`config.mk`:
```
export PLATFORM = sky130hd
export DESIGN_NAME = adpcm_block_unpacker
export DESIGN_NICKNAME = d
export VERILOG_FILES = /design/src/rtl/adpcm_pkg.sv /design/src/rtl/adpcm_toggle_detect.sv /design/src/rtl/adpcm_block_unpacker.sv
export SDC_FILE = /design/constraint.sdc
export NUM_CORES = 1
export LEC_CHECK = 0
export ABC_CLOCK_PERIOD_IN_PS = 2900
export CORE_ASPECT_RATIO = 0.75
export CORE_UTILIZATION = 50
export CTS_CLUSTER_SIZE = 14
export DETAILED_ROUTE_END_ITERATION = 7
export GPL_ROUTABILITY_DRIVEN = 1
export GPL_TIMING_DRIVEN = 0
export PLACE_DENSITY = 0.75
export SLEW_MARGIN = 5
export SYNTH_ARGS = -nofsm -noshare
export SYNTH_HDL_FRONTEND = slang
export SYNTH_SLANG_ARGS = --single-unit
```
`constraint.sdc`:
```
create_clock -name i_clk -period 2.9 [get_ports i_clk]
set_input_delay 0.29 -clock i_clk [delete_from_list [all_inputs] [get_ports i_clk]]
set_output_delay 0.29 -clock i_clk [all_outputs]
set_load 0.01 [all_outputs]
```
`src/rtl/adpcm_pkg.sv`:
```
// Shared definitions for the ADPCM byte-path blocks.
// - ADPCM_GRAY(b): binary-to-Gray conversion used to build the state codes.
// - HDR_BYTES, IDX_MAX: block header length and largest legal step index.
// - state_t: 3-bit Gray-coded block unpacker states.

`ifndef ADPCM_GRAY
`define ADPCM_GRAY(b) ((b) ^ ((b) >> 1))
`endif

package adpcm_pkg;

    localparam int HDR_BYTES = 4;
    localparam int IDX_MAX   = 88;

    localparam logic [2:0] ST_H0   = `ADPCM_GRAY(3'd0);
    localparam logic [2:0] ST_H1   = `ADPCM_GRAY(3'd1);
    localparam logic [2:0] ST_H2   = `ADPCM_GRAY(3'd2);
    localparam logic [2:0] ST_H3   = `ADPCM_GRAY(3'd3);
    localparam logic [2:0] ST_DATA = `ADPCM_GRAY(3'd4);
    localparam logic [2:0] ST_LO   = `ADPCM_GRAY(3'd5);
    localparam logic [2:0] ST_HI   = `ADPCM_GRAY(3'd6);
    localparam logic [2:0] ST_SKIP = `ADPCM_GRAY(3'd7);

    typedef enum logic [2:0] {
        S_H0   = ST_H0,
        S_H1   = ST_H1,
        S_H2   = ST_H2,
        S_H3   = ST_H3,
        S_DATA = ST_DATA,
        S_LO   = ST_LO,
        S_HI   = ST_HI,
        S_SKIP = ST_SKIP
    } state_t;

endpackage

```
`src/rtl/adpcm_toggle_detect.sv`:
```
// Registered toggle detector: turns a toggle-encoded strobe into a one-cycle
// pulse on the cycle after each edge of the input.
// Ports:
//   i_clk     clock
//   i_sig     toggle input
//   o_toggle  1 while i_sig differs from its registered copy
// The delay register has no reset and no enable so it always follows i_sig;
// that way leaving reset or soft clear never produces a spurious pulse.

module adpcm_toggle_detect (
    input  logic i_clk,
    input  logic i_sig,
    output logic o_toggle
);

    logic r_sig_d;

    always_ff @(posedge i_clk) begin
        r_sig_d <= i_sig;
    end

    assign o_toggle = i_sig ^ r_sig_d;

endmodule

```
`src/rtl/adpcm_block_unpacker.sv`:
```
// IMA-ADPCM mono block reader: parses the 4-byte block header (predictor,
// step index, reserved), then splits each data byte into two nibbles (low
// first) and hands them to the decoder over a toggle-req / level-ack link.
// Ports:
//   i_clk, i_rst           clock, synchronous active-high reset
//   i_enable               0 = soft clear (same as reset)
//   i_push, i_rx_byte      toggle strobe + byte from the byte source
//   o_full                 nibbles pending; pushes now are dropped (o_ovf)
//   i_ack                  decoder idle level
//   o_req, o_tx_adpcm      toggle request + nibble to the decoder
//   o_hdr_valid            one-cycle pulse when o_hdr_predict/o_hdr_idx update
//   o_hdr_predict          signed header predictor
//   o_hdr_idx              header step index
//   o_hdr_err              sticky: header index above 88 seen
//   o_ovf                  sticky: push while full
//   o_cst                  current state (debug)
// Build option ADPCM_HDR_CLAMP_EN: out-of-range header index is clamped to 88
// and the block is decoded; otherwise it flags o_hdr_err and the block's data
// bytes are skipped.
//
// state | meaning
// H0    | wait predictor low byte
// H1    | wait predictor high byte
// H2    | wait step index byte
// H3    | wait reserved byte, then commit header
// DATA  | wait data byte; low nibble issued on capture
// LO    | low nibble with decoder; wait ack fall/rise, then issue high nibble
// HI    | high nibble with decoder; wait ack fall/rise, then next byte/block
// SKIP  | discard the data bytes of a block with a bad header

module adpcm_block_unpacker
    import adpcm_pkg::*;
#(
    parameter int unsigned BLOCK_BYTES = 256
) (
    input  logic        i_clk,
    input  logic        i_rst,
    input  logic        i_enable,
    input  logic        i_push,
    input  logic [7:0]  i_rx_byte,
    output logic        o_full,
    input  logic        i_ack,
    output logic        o_req,
    output logic [3:0]  o_tx_adpcm,
    output logic        o_hdr_valid,
    output logic [15:0] o_hdr_predict,
    output logic [6:0]  o_hdr_idx,
    output logic        o_hdr_err,
    output logic        o_ovf,
    output logic [2:0]  o_cst
);

    localparam int CNT_W = $clog2(BLOCK_BYTES + 1);

    state_t             r_state, w_state_nxt;
    logic [CNT_W-1:0]   r_cnt;
    logic [7:0]         r_pred_lo, r_pred_hi, r_idx_byte;
    logic [3:0]         r_byte_hi;
    logic               r_ack_low, r_req, r_hdr_valid, r_hdr_err, r_ovf;
    logic [3:0]         r_tx;
    logic [15:0]        r_hdr_predict;
    logic [6:0]         r_hdr_idx;

    logic               w_push_x, w_full, w_drop, w_capture, w_nib_hi, w_blk_end;
    logic               w_ack_low_nxt, w_idx_bad, w_clr;
    logic [CNT_W-1:0]   w_cnt_inc;

    adpcm_toggle_detect u_push_det (
        .i_clk    (i_clk),
        .i_sig    (i_push),
        .o_toggle (w_push_x)
    );

    assign w_clr     = i_rst | ~i_enable;
    assign w_full    = (r_state == S_LO) || (r_state == S_HI);
    assign w_drop    = w_push_x & w_full;
    assign w_cnt_inc = r_cnt + CNT_W'(1);
    assign w_idx_bad = r_idx_byte > 8'(IDX_MAX);

    always_ff @(posedge i_clk) begin
        if (w_clr) r_state <= S_H0;
        else       r_state <= w_state_nxt;
    end

    always_comb begin
        w_state_nxt   = r_state;
        w_capture     = 1'b0;
        w_nib_hi      = 1'b0;
        w_blk_end     = 1'b0;
        w_ack_low_nxt = r_ack_low;
        case (r_state)
            S_H0: if (w_push_x) begin w_capture = 1'b1; w_state_nxt = S_H1; end
            S_H1: if (w_push_x) begin w_capture = 1'b1; w_state_nxt = S_H2; end
            S_H2: if (w_push_x) begin w_capture = 1'b1; w_state_nxt = S_H3; end
            S_H3: begin
                if (w_push_x) begin
                    w_capture = 1'b1;
`ifdef ADPCM_HDR_CLAMP_EN
                    w_state_nxt = S_DATA;
`else
                    w_state_nxt = w_idx_bad ? S_SKIP : S_DATA;
`endif
                end
            end
            S_DATA: if (w_push_x) begin w_capture = 1'b1; w_state_nxt = S_LO; end
            // The decoder drops ack for one cycle after each req toggle; it
            // is latched in r_ack_low so the return to idle is unambiguous.
            S_LO: begin
                if (!i_ack) begin
                    w_ack_low_nxt = 1'b1;
                end else if (r_ack_low) begin
                    w_ack_low_nxt = 1'b0;
                    w_nib_hi      = 1'b1;
                    w_state_nxt   = S_HI;
                end
            end
            S_HI: begin
                if (!i_ack) begin
                    w_ack_low_nxt = 1'b1;
                end else if (r_ack_low) begin
                    w_ack_low_nxt = 1'b0;
                    w_blk_end     = (r_cnt == CNT_W'(BLOCK_BYTES));
                    w_state_nxt   = w_blk_end ? S_H0 : S_DATA;
                end
            end
            S_SKIP: begin
                if (w_push_x) begin
                    w_capture = 1'b1;
                    if (w_cnt_inc == CNT_W'(BLOCK_BYTES)) begin
                        w_blk_end   = 1'b1;
                        w_state_nxt = S_H0;
                    end
                end
            end
            default: w_state_nxt = S_H0;
        endcase
    end

    always_ff @(posedge i_clk) begin
        if (w_clr) begin
            r_cnt         <= '0;
            r_pred_lo     <= '0;
            r_pred_hi     <= '0;
            r_idx_byte    <= '0;
            r_byte_hi     <= '0;
            r_ack_low     <= 1'b0;
            r_req         <= 1'b0;
            r_tx          <= '0;
            r_hdr_valid   <= 1'b0;
            r_hdr_predict <= '0;
            r_hdr_idx     <= '0;
            r_hdr_err     <= 1'b0;
            r_ovf         <= 1'b0;
        end else begin
            r_hdr_valid <= 1'b0;
            r_ack_low   <= w_ack_low_nxt;
            if (w_drop) r_ovf <= 1'b1;
            if (w_blk_end)      r_cnt <= '0;
            else if (w_capture) r_cnt <= w_cnt_inc;
            if (w_capture) begin
                case (r_state)
                    S_H0: r_pred_lo  <= i_rx_byte;
                    S_H1: r_pred_hi  <= i_rx_byte;
                    S_H2: r_idx_byte <= i_rx_byte;
                    S_H3: begin
`ifdef ADPCM_HDR_CLAMP_EN
                        r_hdr_predict <= {r_pred_hi, r_pred_lo};
                        r_hdr_idx     <= w_idx_bad ? 7'(IDX_MAX) : r_idx_byte[6:0];
                        r_hdr_valid   <= 1'b1;
`else
                        if (w_idx_bad) begin
                            r_hdr_err <= 1'b1;
                        end else begin
                            r_hdr_predict <= {r_pred_hi, r_pred_lo};
                            r_hdr_idx     <= r_idx_byte[6:0];
                            r_hdr_valid   <= 1'b1;
                        end
`endif
                    end
                    S_DATA: begin
                        r_byte_hi <= i_rx_byte[7:4];
                        r_tx      <= i_rx_byte[3:0];
                        r_req     <= ~r_req;
                    end
                    default: ;
                endcase
            end
            if (w_nib_hi) begin
                r_tx  <= r_byte_hi;
                r_req <= ~r_req;
            end
        end
    end

    assign o_full        = w_full;
    assign o_req         = r_req;
    assign o_tx_adpcm    = r_tx;
    assign o_hdr_valid   = r_hdr_valid;
    assign o_hdr_predict = r_hdr_predict;
    assign o_hdr_idx     = r_hdr_idx;
    assign o_hdr_err     = r_hdr_err;
    assign o_ovf         = r_ovf;
    assign o_cst         = r_state;

endmodule
```
==> metrics.md, run 1 <==
| Metric | Value |
|---|---|
| Status | complete, no violations |
| Post-synthesis mux area share | 17.1% |
| Synth top cells by count | dfxtp_1, nor2_1, mux2i_1 |
| Mean Syn Cell Area | 9.77 µm² |
| Leakage | 0.00149 µW |
| DR DRC count | 0 |
| Initial antenna violation count | 0 |
| WL final | 6580 µm |
| Post-DP Area | 0.00361 mm² |
| Clk_skew | 0.00659 ns |
| Vias per cell | 5.19 |
| Worst reg-to-reg setup slack | roughly 0.85 ns |
| Largest family of logic cells by synthesized area | simple AND/OR/NAND/NOR gates |
| Clock slew at reported path FFs | 0.08 ns |
| Final setup fails | 0 |
| Synth Area in Adders | 1.24% |
| Ports | 48 |
| Worst Hold Endpoint | o_tx_adpcm[3]$_SDFFE_PP0P_ |
| Top post-synthesis cells by area | dfxtp_1, mux2i_1, nor2_1 |
| Slew @ Worst Pin | 0.584 ns |
| Mapped Cells | 311 |
| Grt total ovfl | 0 |
| Hold Startpoint | o_tx_adpcm[3]$_SDFFE_PP0P_ |
| Final WS setup | 0.836 ns |
| Final nets | 385 |
| Initial core utilization | 52.2% |
| Port Buffers | 47 |
| Synthesized cell area | 0.00304 mm² |
| Dpl hpwl | 4640 µm |
| CP Max Fanout | 10 |
| Pre-CTS WS | 0.495 ns |
| Layout fillers | 489 |
| Register area share after synthesis | about 48% |
| Fin. max-slew vios | 0 |
| CTS max path bufs | 2 |
| Final Cycle Share | a little under three quarters |
| Worst Setup End Kind | output port |
| Core region area | 0.00583 mm² |
| GRT Overall Usage | about 23% |
| Slew margin rel. | 61.0% |
| First-pass GRT wire length | 10900 µm |
| Netlist cell types | 46 |
| PwrDens | ~500 mW/mm² |
| Die area | 0.00640 mm² |
| Clk_lat worst skew | 0.35 ns |
| Fmax | 0.485 GHz |
| Synth top area share | 48.1% |
| Setup bufs post-CTS | 0 |
| Simple-Gate Fraction of Synth Area | a little under a fifth |
| EDFF count, synth | 0 |
| Top_reg_cell synth | dfxtp_1 |
| Worst hold path type | flop to flop |
| Std cell rows | 24 |
| CTS tree | done |
| Max_cap viols | 0 |
| Xor and xnor area share after synthesis | 4.86% |
| CTS buffer count | 9 |
| WS Path Type | flop to output port |
| Drt wl/cell | 14.6 µm |
| Gpl congestion | 0.805 |
| Arr. time, crit path | 1.77 ns |
| Async S/R FF share, synth | 0% |
| Antenna cells | 0 |
| DRT Pass-1 Iters | 5 |
| RSZ-0062 raised after global routing | false |
| Layout cells sized above 1 | 9.36% |
| Setup crit start kind | flop |
| Largest net degree at the start of global routing | 13 |
| Worst EP required | 2.61 ns |
| Hold-fix buffers at CTS | 0 |
| Initial DRC count | 146 |
| Area grow syn2layout | 25.2% |
| Vias in the first global route | 2185 |
| Tmin final | 2.06 ns |
| Area leader, netlist | dfxtp_1 |
| Compound-Gate Fraction of Synth Area | 6.67% |
| Die Ht | around 70 µm |
| Worst hold slack | between 0.4 and 0.5 ns |
| Synthesized Nets | 327 |
| Worst hold stages | 2 |
| Via count | approximately 2300 |
| Post-route cell area | 0.00380 mm² |
| Die extent in x | about 92 µm |
| Clock root buffer | clkbuf_8 |
| Post-CTS Resized | 0 |
| Top-count cell post-synth | dfxtp_1 |
| Synthesis-stage register bit count | 73 |
| VDD IR max | ~0.35 mV |
| Yosys Warn Count | 0 |
| Clk sinks | 73 |
| Final Hold Viols | 0 |
| RR Startpoint | r_cnt[0]$_SDFFE_PP0P_ |
| ANT nets after route | 0 |
| RR Endpoint | r_cnt[0]$_SDFFE_PP0P_ |
| Setup TNS | 0 ns |
| H-tree Lvls | 3 |
| Worst r2r path cells | 7 |
-- routing by layer --
metal | part of all wire [%] | vias to the layer above | track usage, % | routed length [µm]
met5 | 0 | - | 0 | 0
met4 | 0.94 | 0 | 6.77 | 62
met3 | 7.8 | 6 | 8.66 | 516
met2 | 43 | 81 | 31.3 | 2840
met1 | 48 | 1092 | 32.7 | 3160
li1 | - | 1169 | - | -
-- cells in the final DEF (no fill, tap or decap), drive strengths merged, types with 9 or more instances in the layout --
master / instances
mux2i: 52
clkdlybuf4s50: 47
nor2: 70
dfxtp: 73
buf: 9
clkbuf: 20
xor2: 11
a21oi: 11
nand2: 11
-- state kept, by name (all words and copies together), names as in the netlist, 3 cells and up --
register,flops
r_pred_lo,8
o_hdr_idx,7
o_cst,3
o_tx_adpcm,4
r_byte_hi,4
r_cnt,9
o_hdr_predict,16
r_pred_hi,8
r_idx_byte,8
-- worst max-delay path by stage --
stage | end | slack, ns | startpoint
2_1_floorplan | r_cnt[0]$_SDFFE_PP0P_ | 1.12 | r_cnt[0]$_SDFFE_PP0P_
3_3_place_gp | o_hdr_predict[0]$_SDFFE_PP0P_ | 0.55 | i_push
3_5_place_dp | o_hdr_predict[13]$_SDFFE_PP0P_ | 0.49 | i_push
4_1_cts | o_full | 0.83 | o_cst[2]$_SDFFE_PP0P_
5_1_grt | r_cnt[1]$_SDFFE_PP0P_ | 0.66 | r_cnt[0]$_SDFFE_PP0P_
6_report | o_full | 0.84 | o_cst[2]$_SDFFE_PP0P_
-- final cells by class --
type,instances,area [µm²],area share [%]
inverter,5,18.8,0.493
multi-input combinational,215,1470,38.5
buffer,18,93.8,2.47
tap,78,97.6,2.57
timing repair buffer,47,470,12.4
sequential,73,1460,38.4
clock buffer,11,141,3.72
clock inverter,5,55.1,1.45
-- worst max-delay path, stage by stage, from the launching register on --
cell,delay (ns)
dfxtp_1,0.33
buf_2,0.20
and2_1,0.14
buf_2,0.19
clkdlybuf4s50_1,0.56
-- metrics by stage --
stage	utilization (%)	total power [µW]	instances
after global routing	65.3	2030	452
after global placement	61.9	1180	436
after detailed placement	61.9	1180	436
final	65.3	1940	452
after CTS	65.3	1960	452
after floorplan	-	1130	311
-- power breakdown --
group,internal [µW],switching [µW],leakage [µW],total (µW)
registers,1010,7.40,0.000589,1020
clock network,418,368,0.0000953,786
logic,56.9,81.7,0.000810,139
total,1490,457,0.00149,1940
-- kinds of logic after synthesis --
logic type               Yosys count
AND/OR/NAND/NOR                  114
XOR/XNOR                          16
buffers and inverters             23
AO/OA/AOI/OAI                     30
multiplexers                      52
flip-flops                        73
adder cells (fa/ha/maj)            3
(Power assumes the default switching activity.)
==> inputs of run 2 (changes only) <==
--- a/config.mk
+++ b/config.mk
@@ -5,9 +5,9 @@
 export SDC_FILE = /design/constraint.sdc
 export NUM_CORES = 1
 export LEC_CHECK = 0
-export ABC_CLOCK_PERIOD_IN_PS = 2900
+export ABC_CLOCK_PERIOD_IN_PS = 1700
 export CORE_ASPECT_RATIO = 0.75
-export CORE_UTILIZATION = 50
+export CORE_UTILIZATION = 48
 export CTS_CLUSTER_SIZE = 14
 export DETAILED_ROUTE_END_ITERATION = 7
 export GPL_ROUTABILITY_DRIVEN = 1
==> constraint.sdc (replaced) <==
create_clock -name i_clk -period 1.7 [get_ports i_clk]
set_input_delay 0.17 -clock i_clk [delete_from_list [all_inputs] [get_ports i_clk]]
set_output_delay 0.17 -clock i_clk [all_outputs]
set_load 0.01 [all_outputs]
==> run 2 against run 1 <==
The flow now finishes with violations (negative setup slack). Non-clock buffer count is 11 higher. Highest routed layer unchanged. Die area is 4.1% higher. Largest cell class unchanged. Count of clock-buffer cells in the layout is 2 lower. Routed wire length is 6.6% higher.
==> metrics.md, run 2 (synthesis gave the netlist of run 1 again) <==
| Metric | Value |
|---|---|
| Status | finished with violations |
| Failing checks | negative setup slack |
| Arr. time, crit path | 2.09 ns |
| Internal power contribution | around 2500 µW |
| Clock slew at reported path FFs | 0.08 ns |
| VDD IR max | 0.577 mV |
| Final Hold Viols | 0 |
| ANT nets after route | 0 |
| WS Path Type | flop to flop |
| Die extent in x | 93.9 µm |
| Dpl hpwl | approximately 4600 µm |
| Leading cell type in the layout, fill and taps excluded | nor2_1 |
| CTS buffer count | 9 |
| Slew @ Worst Pin | 0.554 ns |
| GRT Overall Usage | approximately 22% |
| Via count | about 2400 |
| Leakage | 0.00160 µW |
| Clk_skew | roughly 0.0044 ns |
| Clk_lat worst skew | 0.34 ns |
| Worst EP required | approximately 2.0 ns |
| Core region area | 0.00595 mm² |
| Layout cells sized above 1 | 19.0% |
| Slew margin rel. | 62.9% |
| Clk sinks | 73 |
| Comb power frac | 8.4% |
| Clock root buffer | clkbuf_8 |
| Initial antenna violation count | 0 |
| CTS max path bufs | 2 |
| CTS tree | done |
| Port Buffers | 47 |
| Drt wl/cell | 15.1 µm |
| Max_cap viols | 0 |
| Std cell rows | 24 |
| Sequential share of power | 51.4% |
| Pre-CTS WS | -0.586 ns |
| Ports | 48 |
| Vias per cell | roughly 5.2 |
| DR DRC count | 0 |
| Fmax | 0.552 GHz |
| Area grow syn2layout | 35.2% |
| PwrDens | around 820 mW/mm² |
| Antenna cells | 0 |
| Die area | around 0.0067 mm² |
| Setup crit start kind | flop |
| Final setup fails | 6 |
| Initial core utilization | 51.1% |
| RSZ-0062 raised after global routing | true |
| Fin. max-slew vios | 0 |
| Final nets | 396 |
| Grt total ovfl | 0 |
| Final Cycle Share | 107% |
| Most frequent cells in the layout | nor2_1, dfxtp_1, mux2i_1, clkdlybuf4s50_1, buf_4 |
| Vias in the first global route | between 2000 and 2500 |
| Largest net degree at the start of global routing | 15 |
| Initial DRC count | 115 |
| Proportion of power drawn by the clock network | ~40% |
| Worst Setup End Kind | flop |
| H-tree Lvls | 3 |
| DRT Pass-1 Iters | 4 |
| WL final | 7010 µm |
| Tmin final | 1.81 ns |
| Gpl congestion | ~0.83 |
| Net Sw Power | 843 µW |
| Max reg flops | 16 |
| Hold-fix buffers at CTS | 0 |
| CP Max Fanout | 5 |
| First-pass GRT wire length | 11300 µm |
| Total chip power | between 3000 and 4000 µW |
| Worst hold path type | input pin to flop |
| Switching Share | about a quarter |
| Die Ht | 70.9 µm |
| Final WS setup | -0.113 ns |
-- run 2: changes by cell type in the layout (fill, tap and decap cells not counted), moves of 3 or more --
cell      delta
o21ai_4      +3
clkinv_4     +3
buf_2        -3
dfxtp_2      +7
buf_4       +12
dfxtp_1      -9
buf_6        +3
-- run 2: power by group through the flow --
stage	clock network (µW)	logic [µW]	registers (µW)
floorplan	0	145	1780
global placement	0	230	1780
detailed placement	0	235	1780
CTS	1380	263	1740
global route	1470	306	1740
finish	1360	285	1740
-- run 2: worst max-delay path: stages (launching register included) --
cell,delay [ns]
dfxtp_4,0.37
ha_4,0.17
or4b_4,0.55
o21ai_4,0.08
nand4_4,0.15
o21ai_4,0.23
mux2i_1,0.19
-- run 2: per-layer routing --
layer / vias up / global-route usage [%] / share of wire [%]
li1: 1197 / - / -
met1: 1131 / 32.0 / 50
met2: 72 / 32.2 / 43
met3: 4 / 7.74 / 6.0
met4: 0 / 6.50 / 0.63
met5: - / 0 / 0
-- run 2: cell type report --
class	count	area [µm²]
Fill cell	437	1840
Multi-Input combinational cell	215	1630
Sequential cell	73	1480
Timing Repair Buffer	59	578
Clock buffer	9	124
Buffer	17	109
Tap cell	78	97.6
Clock inverter	7	80.1
Inverter	5	18.8
-- run 2: final timing paths --
path	from	to	slack, ns	cells after the start
max reg2reg	r_cnt[0]$_SDFFE_PP0P_	o_cst[1]$_SDFFE_PP0P_	-0.11	6
max	r_cnt[0]$_SDFFE_PP0P_	o_cst[1]$_SDFFE_PP0P_	-0.11	6
min reg2reg	o_tx_adpcm[2]$_SDFFE_PP0P_	o_tx_adpcm[2]$_SDFFE_PP0P_	0.46	2
min	i_push	u_push_det.r_sig_d$_DFF_P_	0.08	1
-- run 2: repair_timing --
action	CTS	global route
resized for setup	31	17
endpoints found under the setup margin	66	52
cloned	0	0
pin swaps	9	11
setup buffers	3	9
-- run 2: stage by stage --
stage               hold slack [ns]  std cells  cell area [µm²]  TNS (ns)  util [%]
global route                 0.0765        463             4110    -0.823      69.1
global placement              0.447        436             3610    -26.46      60.7
finish                       0.0777        463             4110    -0.352      69.1
detailed placement            0.452        436             3610    -30.17      60.7
floorplan                     0.198        311             3040         0         -
CTS                           0.426        454             3970    -0.543      66.8
